`src/rtl/inst_fetch_unit_if.sv`:
```
// Fetch-side bus bundle: program-memory read handshake plus the IR load handshake.
// The fetch unit is the master of both; memory and IR sit on the slave side.
interface inst_fetch_unit_if #(
    parameter int WORD_SIZE  = 16,
    parameter int ADDR_WIDTH = 12
);
    logic                  mem_req;
    logic [ADDR_WIDTH-1:0] mem_addr;
    logic [WORD_SIZE-1:0]  mem_rdata;
    logic                  mem_ack;
    logic                  ir_load;
    logic [WORD_SIZE-1:0]  ir_instr;
    logic                  ir_ready;

    modport master (
        output mem_req, mem_addr, ir_load, ir_instr,
        input  mem_rdata, mem_ack, ir_ready
    );

    modport slave (
        input  mem_req, mem_addr, ir_load, ir_instr,
        output mem_rdata, mem_ack, ir_ready
    );
endinterface

```
`src/rtl/inst_fetch_unit.sv`:
```
// Instruction fetch unit: owns the PC, reads words from program memory over req/ack and
// hands each word to the IR over a valid/ready load handshake. Jumps from the control unit
// redirect the PC; a read already in flight is always completed and its data dropped.
module inst_fetch_unit #(
    parameter int WORD_SIZE  = 16,
    parameter int ADDR_WIDTH = 12,
    parameter int RESET_PC   = 0,
    parameter int CNT_WIDTH  = 16
) (
    input  logic                  CLK,
    input  logic                  RST,
    input  logic                  fetch_en,
    inst_fetch_unit_if.master     bus,
    input  logic                  jump_valid,
    input  logic [ADDR_WIDTH-1:0] jump_addr,
    output logic [ADDR_WIDTH-1:0] pc_out,
    output logic [CNT_WIDTH-1:0]  instr_count
);
    localparam logic [1:0] S_IDLE = 2'd0;
    localparam logic [1:0] S_REQ  = 2'd1;
    localparam logic [1:0] S_HOLD = 2'd2;

    localparam logic [ADDR_WIDTH-1:0] PC_INIT = ADDR_WIDTH'(RESET_PC);

    logic [1:0]            state;
    logic [ADDR_WIDTH-1:0] pc;
    logic                  mem_req;
    logic [ADDR_WIDTH-1:0] mem_addr;
    logic                  ir_load;
    logic [WORD_SIZE-1:0]  ir_instr;
    logic [CNT_WIDTH-1:0]  count;
    logic                  squash;

    logic                  transfer;
    logic [ADDR_WIDTH-1:0] pc_inc;
    logic [ADDR_WIDTH-1:0] pc_after_hold;

    assign transfer      = ir_load & bus.ir_ready;
    assign pc_inc        = pc + ADDR_WIDTH'(1);
    // A jump in HOLD overrides the increment even when the word is taken in the same cycle.
    assign pc_after_hold = jump_valid ? jump_addr : pc_inc;

    assign bus.mem_req  = mem_req;
    assign bus.mem_addr = mem_addr;
    assign bus.ir_load  = ir_load;
    assign bus.ir_instr = ir_instr;
    assign pc_out       = pc;
    assign instr_count  = count;

    // Fetch FSM: all outputs are registered here; squash marks an in-flight read to be dropped.
    always_ff @(posedge CLK or posedge RST) begin
        if (RST) begin
            state    <= S_IDLE;
            pc       <= PC_INIT;
            mem_req  <= 1'b0;
            mem_addr <= PC_INIT;
            ir_load  <= 1'b0;
            ir_instr <= '0;
            count    <= '0;
            squash   <= 1'b0;
        end else begin
            case (state)
                S_IDLE: begin
                    if (jump_valid) begin
                        pc <= jump_addr;
                    end else if (fetch_en) begin
                        state    <= S_REQ;
                        mem_req  <= 1'b1;
                        mem_addr <= pc;
                    end
                end
                S_REQ: begin
                    if (!mem_req) begin
                        // Re-issue cycle after a dropped read; mem_addr only moves while req is low.
                        mem_req <= 1'b1;
                        if (jump_valid) begin
                            pc       <= jump_addr;
                            mem_addr <= jump_addr;
                        end else begin
                            mem_addr <= pc;
                        end
                    end else if (bus.mem_ack) begin
                        mem_req <= 1'b0;
                        squash  <= 1'b0;
                        if (jump_valid) begin
                            pc <= jump_addr;
                        end else if (!squash) begin
                            ir_instr <= bus.mem_rdata;
                            ir_load  <= 1'b1;
                            state    <= S_HOLD;
                        end
                    end else if (jump_valid) begin
                        pc     <= jump_addr;
                        squash <= 1'b1;
                    end
                end
                S_HOLD: begin
                    if (transfer) begin
                        count <= count + CNT_WIDTH'(1);
                    end
                    if (jump_valid || transfer) begin
                        ir_load <= 1'b0;
                        pc      <= pc_after_hold;
                        if (fetch_en) begin
                            state    <= S_REQ;
                            mem_req  <= 1'b1;
                            mem_addr <= pc_after_hold;
                        end else begin
                            state <= S_IDLE;
                        end
                    end
                end
                default: begin
                    state   <= S_IDLE;
                    mem_req <= 1'b0;
                    ir_load <= 1'b0;
                end
            endcase
        end
    end
endmodule

```
`src/flat_wrapper.sv`:
```
// flat-port wrapper written by rule: the top's interface ports become plain ports
module inst_fetch_unit_flat 
#(
    parameter int WORD_SIZE  = 16,
    parameter int ADDR_WIDTH = 12,
    parameter int RESET_PC   = 0,
    parameter int CNT_WIDTH  = 16
)
  (CLK, RST, fetch_en, jump_valid, jump_addr, pc_out, instr_count, bus_mem_req, bus_mem_addr, bus_ir_load, bus_ir_instr, bus_mem_rdata, bus_mem_ack, bus_ir_ready);
  inst_fetch_unit_if #(.WORD_SIZE(WORD_SIZE), .ADDR_WIDTH(ADDR_WIDTH)) bus_i ();
  input  logic CLK;
  input  logic RST;
  input  logic fetch_en;
  input  logic jump_valid;
  input  logic [ADDR_WIDTH-1:0] jump_addr;
  output logic [ADDR_WIDTH-1:0] pc_out;
  output logic [CNT_WIDTH-1:0] instr_count;
  output wire logic [$bits(bus_i.mem_req)-1:0] bus_mem_req;
  output wire logic [$bits(bus_i.mem_addr)-1:0] bus_mem_addr;
  output wire logic [$bits(bus_i.ir_load)-1:0] bus_ir_load;
  output wire logic [$bits(bus_i.ir_instr)-1:0] bus_ir_instr;
  input wire logic [$bits(bus_i.mem_rdata)-1:0] bus_mem_rdata;
  input wire logic [$bits(bus_i.mem_ack)-1:0] bus_mem_ack;
  input wire logic [$bits(bus_i.ir_ready)-1:0] bus_ir_ready;
  assign bus_mem_req = bus_i.mem_req;
  assign bus_mem_addr = bus_i.mem_addr;
  assign bus_ir_load = bus_i.ir_load;
  assign bus_ir_instr = bus_i.ir_instr;
  assign bus_i.mem_rdata = bus_mem_rdata;
  assign bus_i.mem_ack = bus_mem_ack;
  assign bus_i.ir_ready = bus_ir_ready;
  inst_fetch_unit #(.WORD_SIZE(WORD_SIZE), .ADDR_WIDTH(ADDR_WIDTH), .RESET_PC(RESET_PC), .CNT_WIDTH(CNT_WIDTH)) u_core (.CLK(CLK), .RST(RST), .fetch_en(fetch_en), .bus(bus_i), .jump_valid(jump_valid), .jump_addr(jump_addr), .pc_out(pc_out), .instr_count(instr_count));
endmodule
```
`config.mk`:
```
export PLATFORM = sky130hd
export DESIGN_NAME = inst_fetch_unit_flat
export DESIGN_NICKNAME = d
export VERILOG_FILES = /design/src/rtl/inst_fetch_unit_if.sv /design/src/rtl/inst_fetch_unit.sv /design/src/flat_wrapper.sv
export SDC_FILE = /design/constraint.sdc
export NUM_CORES = 1
export LEC_CHECK = 0
export CAP_MARGIN = 20
export CORE_ASPECT_RATIO = 0.8
export CORE_MARGIN = 2
export CORE_UTILIZATION = 35
export DETAILED_ROUTE_END_ITERATION = 10
export SETUP_SLACK_MARGIN = 0.1
export SLEW_MARGIN = 10
export SYNTH_ARGS = -nofsm -noshare
export SYNTH_HDL_FRONTEND = slang
export SYNTH_SLANG_ARGS = --single-unit
```
`constraint.sdc`:
```
create_clock -name CLK -period 2.2 [get_ports CLK]
set_input_delay 0.33 -clock CLK [delete_from_list [all_inputs] [get_ports CLK]]
set_output_delay 0.33 -clock CLK [all_outputs]
set_load 0.005 [all_outputs]
```
-- After elaboration in Yosys (flattened, before gate mapping)
Index checks and enable logic that the tools add are counted.
- register bits: 61
- input port bits: 34
- output and inout bits: 58
- add/subtract/negate cells: 2
- equality and inequality tests: 11
- muxes and demuxes: 33
- bitwise logic cells: 4
- reduce and logical (&&, ||, !) cells: 14
- operators by type and width (cell ; number):
    12-bit 2-to-1 mux ; 8
    12-bit one-hot mux with 3 select lines ; 1
    12-bit one-hot mux with 2 select lines ; 1
    16-bit by 1-bit adder with 16-bit output (second input constant) ; 1
    2-bit 2-to-1 mux ; 7
    2-bit != test (second input constant) ; 7
    1-bit 2-to-1 mux ; 13
    12-bit by 1-bit adder with 12-bit output (second input constant) ; 1
    6-bit AND reduction ; 2
    7-bit AND reduction ; 1
    1-bit one-hot mux with 3 select lines ; 2
    2-bit one-hot mux with 3 select lines ; 1
    2-bit AND reduction ; 3
    5-bit AND reduction ; 1
    2-bit by 1-bit != test with 1-bit output (second input constant) ; 2
    2-bit nonzero test ; 2
    1-bit inverter ; 3
    3-bit AND reduction ; 1
    3-bit nonzero test ; 1
    2-bit by 1-bit == test with 1-bit output (second input constant) ; 1
    2-bit == test (second input constant) ; 1
    2-bit logical NOT ; 1
    2-bit OR reduction ; 1
    1-bit bitwise AND ; 1
    1-bit logical OR ; 1

-- Logic depth before layout (Yosys ltp)
Gate-level depths: netlist of the first run.
- depth after elaboration: 5
- gate-level depth with buffers: 9

-- Least setup slack after synthesis of the first run
Ideal clock, no wire load.
- kind: reg2reg
- from: reg u_core.state[0]
- to: reg u_core.mem_addr[10], in the netlist u_core.bus.mem_addr[10]
- data arrival time: 1.814 ns
- required time: 2.063 ns
- slack: 0.249 ns
- stages on the path, launching flop included: 10
- path buffers: 2
- path through: dfrtp_1 > inv_1 > ha_1 > nor2b_1 > a21oi_1 > buf_2 > o2111ai_2 > buf_2 > nand2_1 > o31ai_2
- longest elaborated chain between the ends: 3
- elaborated cells on any way between the ends: 11
- those cells by class: eq/ne (7); mux (1); reduce/logical (3)
- RTL lines (element ; RTL line ; RTL):
    start, declared ; inst_fetch_unit.sv:25 ; logic [1:0] state;
    start signal, assigned ; inst_fetch_unit.sv:53 ; state <= S_IDLE;
    start signal, assigned ; inst_fetch_unit.sv:67 ; state <= S_REQ;
    start signal, assigned ; inst_fetch_unit.sv:90 ; state <= S_HOLD;
    2-bit by 1-bit == test with 1-bit output, or another cell as far along ; inst_fetch_unit.sv:62 ; case (state)
    2-bit != test (no source line), or another cell as far along ; n/a ;
    6-bit AND reduction (no source line) ; n/a ;
    end signal, assigned ; inst_fetch_unit.sv:69 ; mem_addr <= pc;
    end signal, assigned ; inst_fetch_unit.sv:78 ; mem_addr <= jump_addr;
    end signal, assigned ; inst_fetch_unit.sv:80 ; mem_addr <= pc;
    end, declared ; inst_fetch_unit.sv:28 ; logic [ADDR_WIDTH-1:0] mem_addr;
Several ways; a longest one is shown, not always the timed one.
A chain may end at the register's enable or synchronous reset.

-- Final worst setup path of the first run
- from: reg u_core.state[0]
- to: reg u_core.pc[9], in the netlist u_core.pc_out[9]
- longest elaborated chain between the ends: 4
- elaborated cells on any way between the ends: 8
- those cells by class: eq/ne (3); mux (1); reduce/logical (4)
- RTL lines (element ; RTL line ; RTL):
    2-bit by 1-bit == test with 1-bit output / 2-bit logical NOT (equally long branches) ; inst_fetch_unit.sv:62 ;
    2-bit OR reduction (no source line) ; n/a ;
    2-bit nonzero test (no source line) ; n/a ;
    2-bit AND reduction (no source line) ; n/a ;
    end signal, assigned ; inst_fetch_unit.sv:65 ; pc <= jump_addr;
    end signal, assigned ; inst_fetch_unit.sv:77 ; pc <= jump_addr;
    end signal, assigned ; inst_fetch_unit.sv:86 ; pc <= jump_addr;
    end, declared ; inst_fetch_unit.sv:26 ; logic [ADDR_WIDTH-1:0] pc;
Several ways; a longest one is shown, not always the timed one.

==> results of run 1 <==
## layer usage
| metal | share of wire, % | wire length, um | track usage [%] |
|---|---|---|---|
| met1 | 49 | 4439 | 26.27 |
| met2 | 45 | 4050 | 27.45 |
| met3 | 5.4 | 493 | 3.138 |
| met4 | 1.1 | 104 | 5.488 |
| met5 | 0 | 0 | 0 |
## final cells by class
class,count,area [sq um]
Clock buffer,9,225.2
Clock inverter,6,88.84
Fill cell,850,4352
Inverter,10,37.54
Multi-Input combinational cell,243,1677
Sequential cell,61,1526
Tap cell,115,143.9
Timing Repair Buffer,115,1104
## kinds of logic (layout without fill, tap and decap cells)
group                    count (synthesis)  in the layout
adder cells (fa/ha/maj)                  7              7
flip-flops                              61             61
buffers and inverters                   31            140
AND/OR/NAND/NOR                        103            103
multiplexers                            29             29
AO/OA/AOI/OAI                           84             84
XOR/XNOR                                20             20
## registers in the layout (all words and copies together), names as in the netlist
signal,count
u_core.bus.ir_load,1
u_core.squash,1
u_core.bus.mem_addr,12
u_core.pc_out,12
u_core.bus.ir_instr,16
u_core.instr_count,16
u_core.state,2
u_core.bus.mem_req,1
## final timing paths
| check | to | start | cells past startpoint |
|---|---|---|---|
| min in group CLK | u_core.bus.mem_addr[0]$_DFFE_PP0P_ | u_core.bus.mem_addr[0]$_DFFE_PP0P_ | 2 |
| min reg2reg | u_core.bus.mem_addr[0]$_DFFE_PP0P_ | u_core.bus.mem_addr[0]$_DFFE_PP0P_ | 2 |
| min | u_core.bus.mem_addr[0]$_DFFE_PP0P_ | RST | 3 |
| max | u_core.pc_out[9]$_DFFE_PP0P_ | u_core.state[0]$_DFFE_PP0P_ | 7 |
| max in group asynchronous | u_core.pc_out[5]$_DFFE_PP0P_ | RST | 3 |
| max reg2reg | u_core.pc_out[9]$_DFFE_PP0P_ | u_core.state[0]$_DFFE_PP0P_ | 7 |
## Yosys cell counts, types with 4 or more instances
master,count,area share [%]
a21oi_1,11,1.6
mux2_1,13,4.4
xnor2_1,15,3.9
xor2_1,5,1.3
a31oi_1,6,1.1
a211oi_1,5,1.1
dfrtp_1,61,46
inv_1,8,0.90
o21ai_1,11,1.6
nor2_1,27,3.0
nand2b_1,4,0.75
nand3_1,11,1.6
nand4_1,6,1.1
and3_1,4,0.75
nor3_1,7,1.0
o21ai_0,17,2.5
ha_1,7,2.6
and4_1,5,1.3
clkbuf_1,8,0.90
mux2i_1,9,2.7
nand2_1,28,3.1
mux2_2,7,2.4
buf_2,12,1.8
## power by group
group | switching (mW) | internal [mW] | total, mW
combinational | 1.50 | 1.65 | 3.15
sequential | 0.343 | 1.55 | 1.89
clock | 0.506 | 0.983 | 1.49
## critical path: stages (launching register included)
cell     delay [ns]
dfrtp_1        0.37
buf_4          0.16
ha_1           0.27
a21oi_1        0.27
buf_4          0.23
o21ai_1        0.19
a32oi_1        0.22
o21ai_1        0.09
## stage by stage
step                      power (mW)  instance area (sq um)  setup slack, ns  instances
after detailed placement       5.045                   4488          0.08633        544
final                          6.527                   4802           0.2670        559
after global placement         5.010                   4488           0.1132        544
after floorplan                3.531                   3338           0.2490        335
after CTS                      6.570                   4802           0.2870        559
after global routing           6.968                   4802           0.1367        559
==> impl_metrics.csv, run 1 <==
group,metric,value,unit
sta,tightestPinTransition,0.5319,ns
finish,finalNetCount,481,
global_route,antenna_found_initial,0,
clock_tree,cts_root_buf,"clkbuf_16",
placement,place_hpwl,6.607,mm
job,cap_violations,0,
critical_path,crit_path_max_fanout,9,
floorplan,die_w,113.2,um
logic_synthesis,synth_edf_count,0,
global_route,grtUsageTotal,18.06,%
routing,drtIter0Drc,170,
global_route,grt_max_degree,62,
min_path,worstHoldPathType,"in -> async",
logic_synthesis,synth_cell_types,56,
clock_tree,htree_levels,3,
pwr,p_leak,2.040,nW
sta,max_slew_margin,64.54,%
logic_synthesis,syn_inst,335,
global_route,grt_pass1_vias,2807,
sta,setup_viol,0,
global_route,overflow,0,
logic_synthesis,synthXorXnorAreaFrac,5.247,%
pwr,p_per_area,1359,mW/mm^2
floorplan,dieArea,0.01034,sq mm
routing,final_antenna_net_count,0,
logic_synthesis,syn_nets,376,
critical_path,cp-end-kind,"register",
logic_synthesis,synthArstFlopShare,100.0,%
pwr,ir_worst_vdd,566.5,uV
critical_path,cp-start-kind,"register",
logic_synthesis,synth_compound_area_share,16.94,%
floorplan,die_y,91.35,um
critical_path,worstPathRequired,2.41,ns
logic_synthesis,syn_area,0.003338,sq mm
finish,insertedDiodeCount,0,
logic_synthesis,synth_ff_type,"dfrtp_1",
global_route,grt_pass1_wl,14.67,mm
clock_tree,cts.sink_count,61,
sta,hold_viol_final,0,
sta,drv_slew,0,
routing,routed_wl,9.088,mm
critical_path,crit_type,"reg -> reg",
clock_tree,cts_resized,0,
floorplan,core_region_area,0.009154,sq mm
logic_synthesis,synth_top_family_by_area,"compound AO/OA/AOI/OAI gates",
routing,num_vias,2984,
clock_tree,cts_tree,"done",
logic_synthesis,synthMuxAreaShare,9.445,%
run_status,status,"finished with violations",
floorplan,initial_core_util,36.47,%
logic_synthesis,synthSimpleGateAreaFrac,15.97,%
finish,post-route-util,52.46,%
finish,final_cell_mix,"91 x clkdlybuf4s50_1, 61 x dfrtp_1, 28 x nand2_1",
clock_tree,ctsHoldBuffers,0,
finish,layout-drive-gt1-share,12.16,%
placement,numPortBuffers,91,
logic_synthesis,ys_seq_area_share,45.73,%
clock_tree,post_cts.repair.setup_buffers,0,
clock_tree,cts_made_buffers,9,
floorplan,fp-row-count,31,
logic_synthesis,synth_seq_cells,61,
finish,final_common_cell,"clkdlybuf4s50_1",
critical_path,crit_arrival,2.14,ns
sta,finClkSkew,0.006851,ns
finish,area_growth,43.85,%
sta,setup_tns,0,ns
clock_tree,clockBufferDepth,2,
logic_synthesis,synth_warnings,0,
sta,rsz0062_at_grt,"false",
run_status,violations,"DRC",
sta,hold_ws,0.3823,ns
routing,routed_via_density,5.338,
clock_tree,clk_pin_slew_worst_paths,0.06,ns
routing,wire_per_inst,16.26,um
routing,drt-pass1-iter-count,10,
placement,gp_congestion,0.8511,
clock_tree,worstSkewPairLatency,0.33,ns
sta,clock.fmax,517.3,MHz
logic_synthesis,synthAdderAreaFrac,2.624,%
critical_path,regToRegSetupSlack,0.27,ns
sta,finalCritPeriodShare,87.86,%
floorplan,ios,92,
sta,finalCriticalPeriod,1.933,ns
routing,drc,6,
logic_synthesis,syn_avg_cell_area,9.965,sq um
Note: power is estimated with default switching activity, not from simulation.
==> run 2, diff against run 1 <==
--- a/config.mk
+++ b/config.mk
@@ -11,7 +11,6 @@
 export CORE_UTILIZATION = 35
 export DETAILED_ROUTE_END_ITERATION = 10
 export SETUP_SLACK_MARGIN = 0.1
-export SLEW_MARGIN = 10
 export SYNTH_ARGS = -nofsm -noshare
 export SYNTH_HDL_FRONTEND = slang
 export SYNTH_SLANG_ARGS = --single-unit
==> results of run 2 <==
Final layout, timing and power as in run 1 (identical DEF).
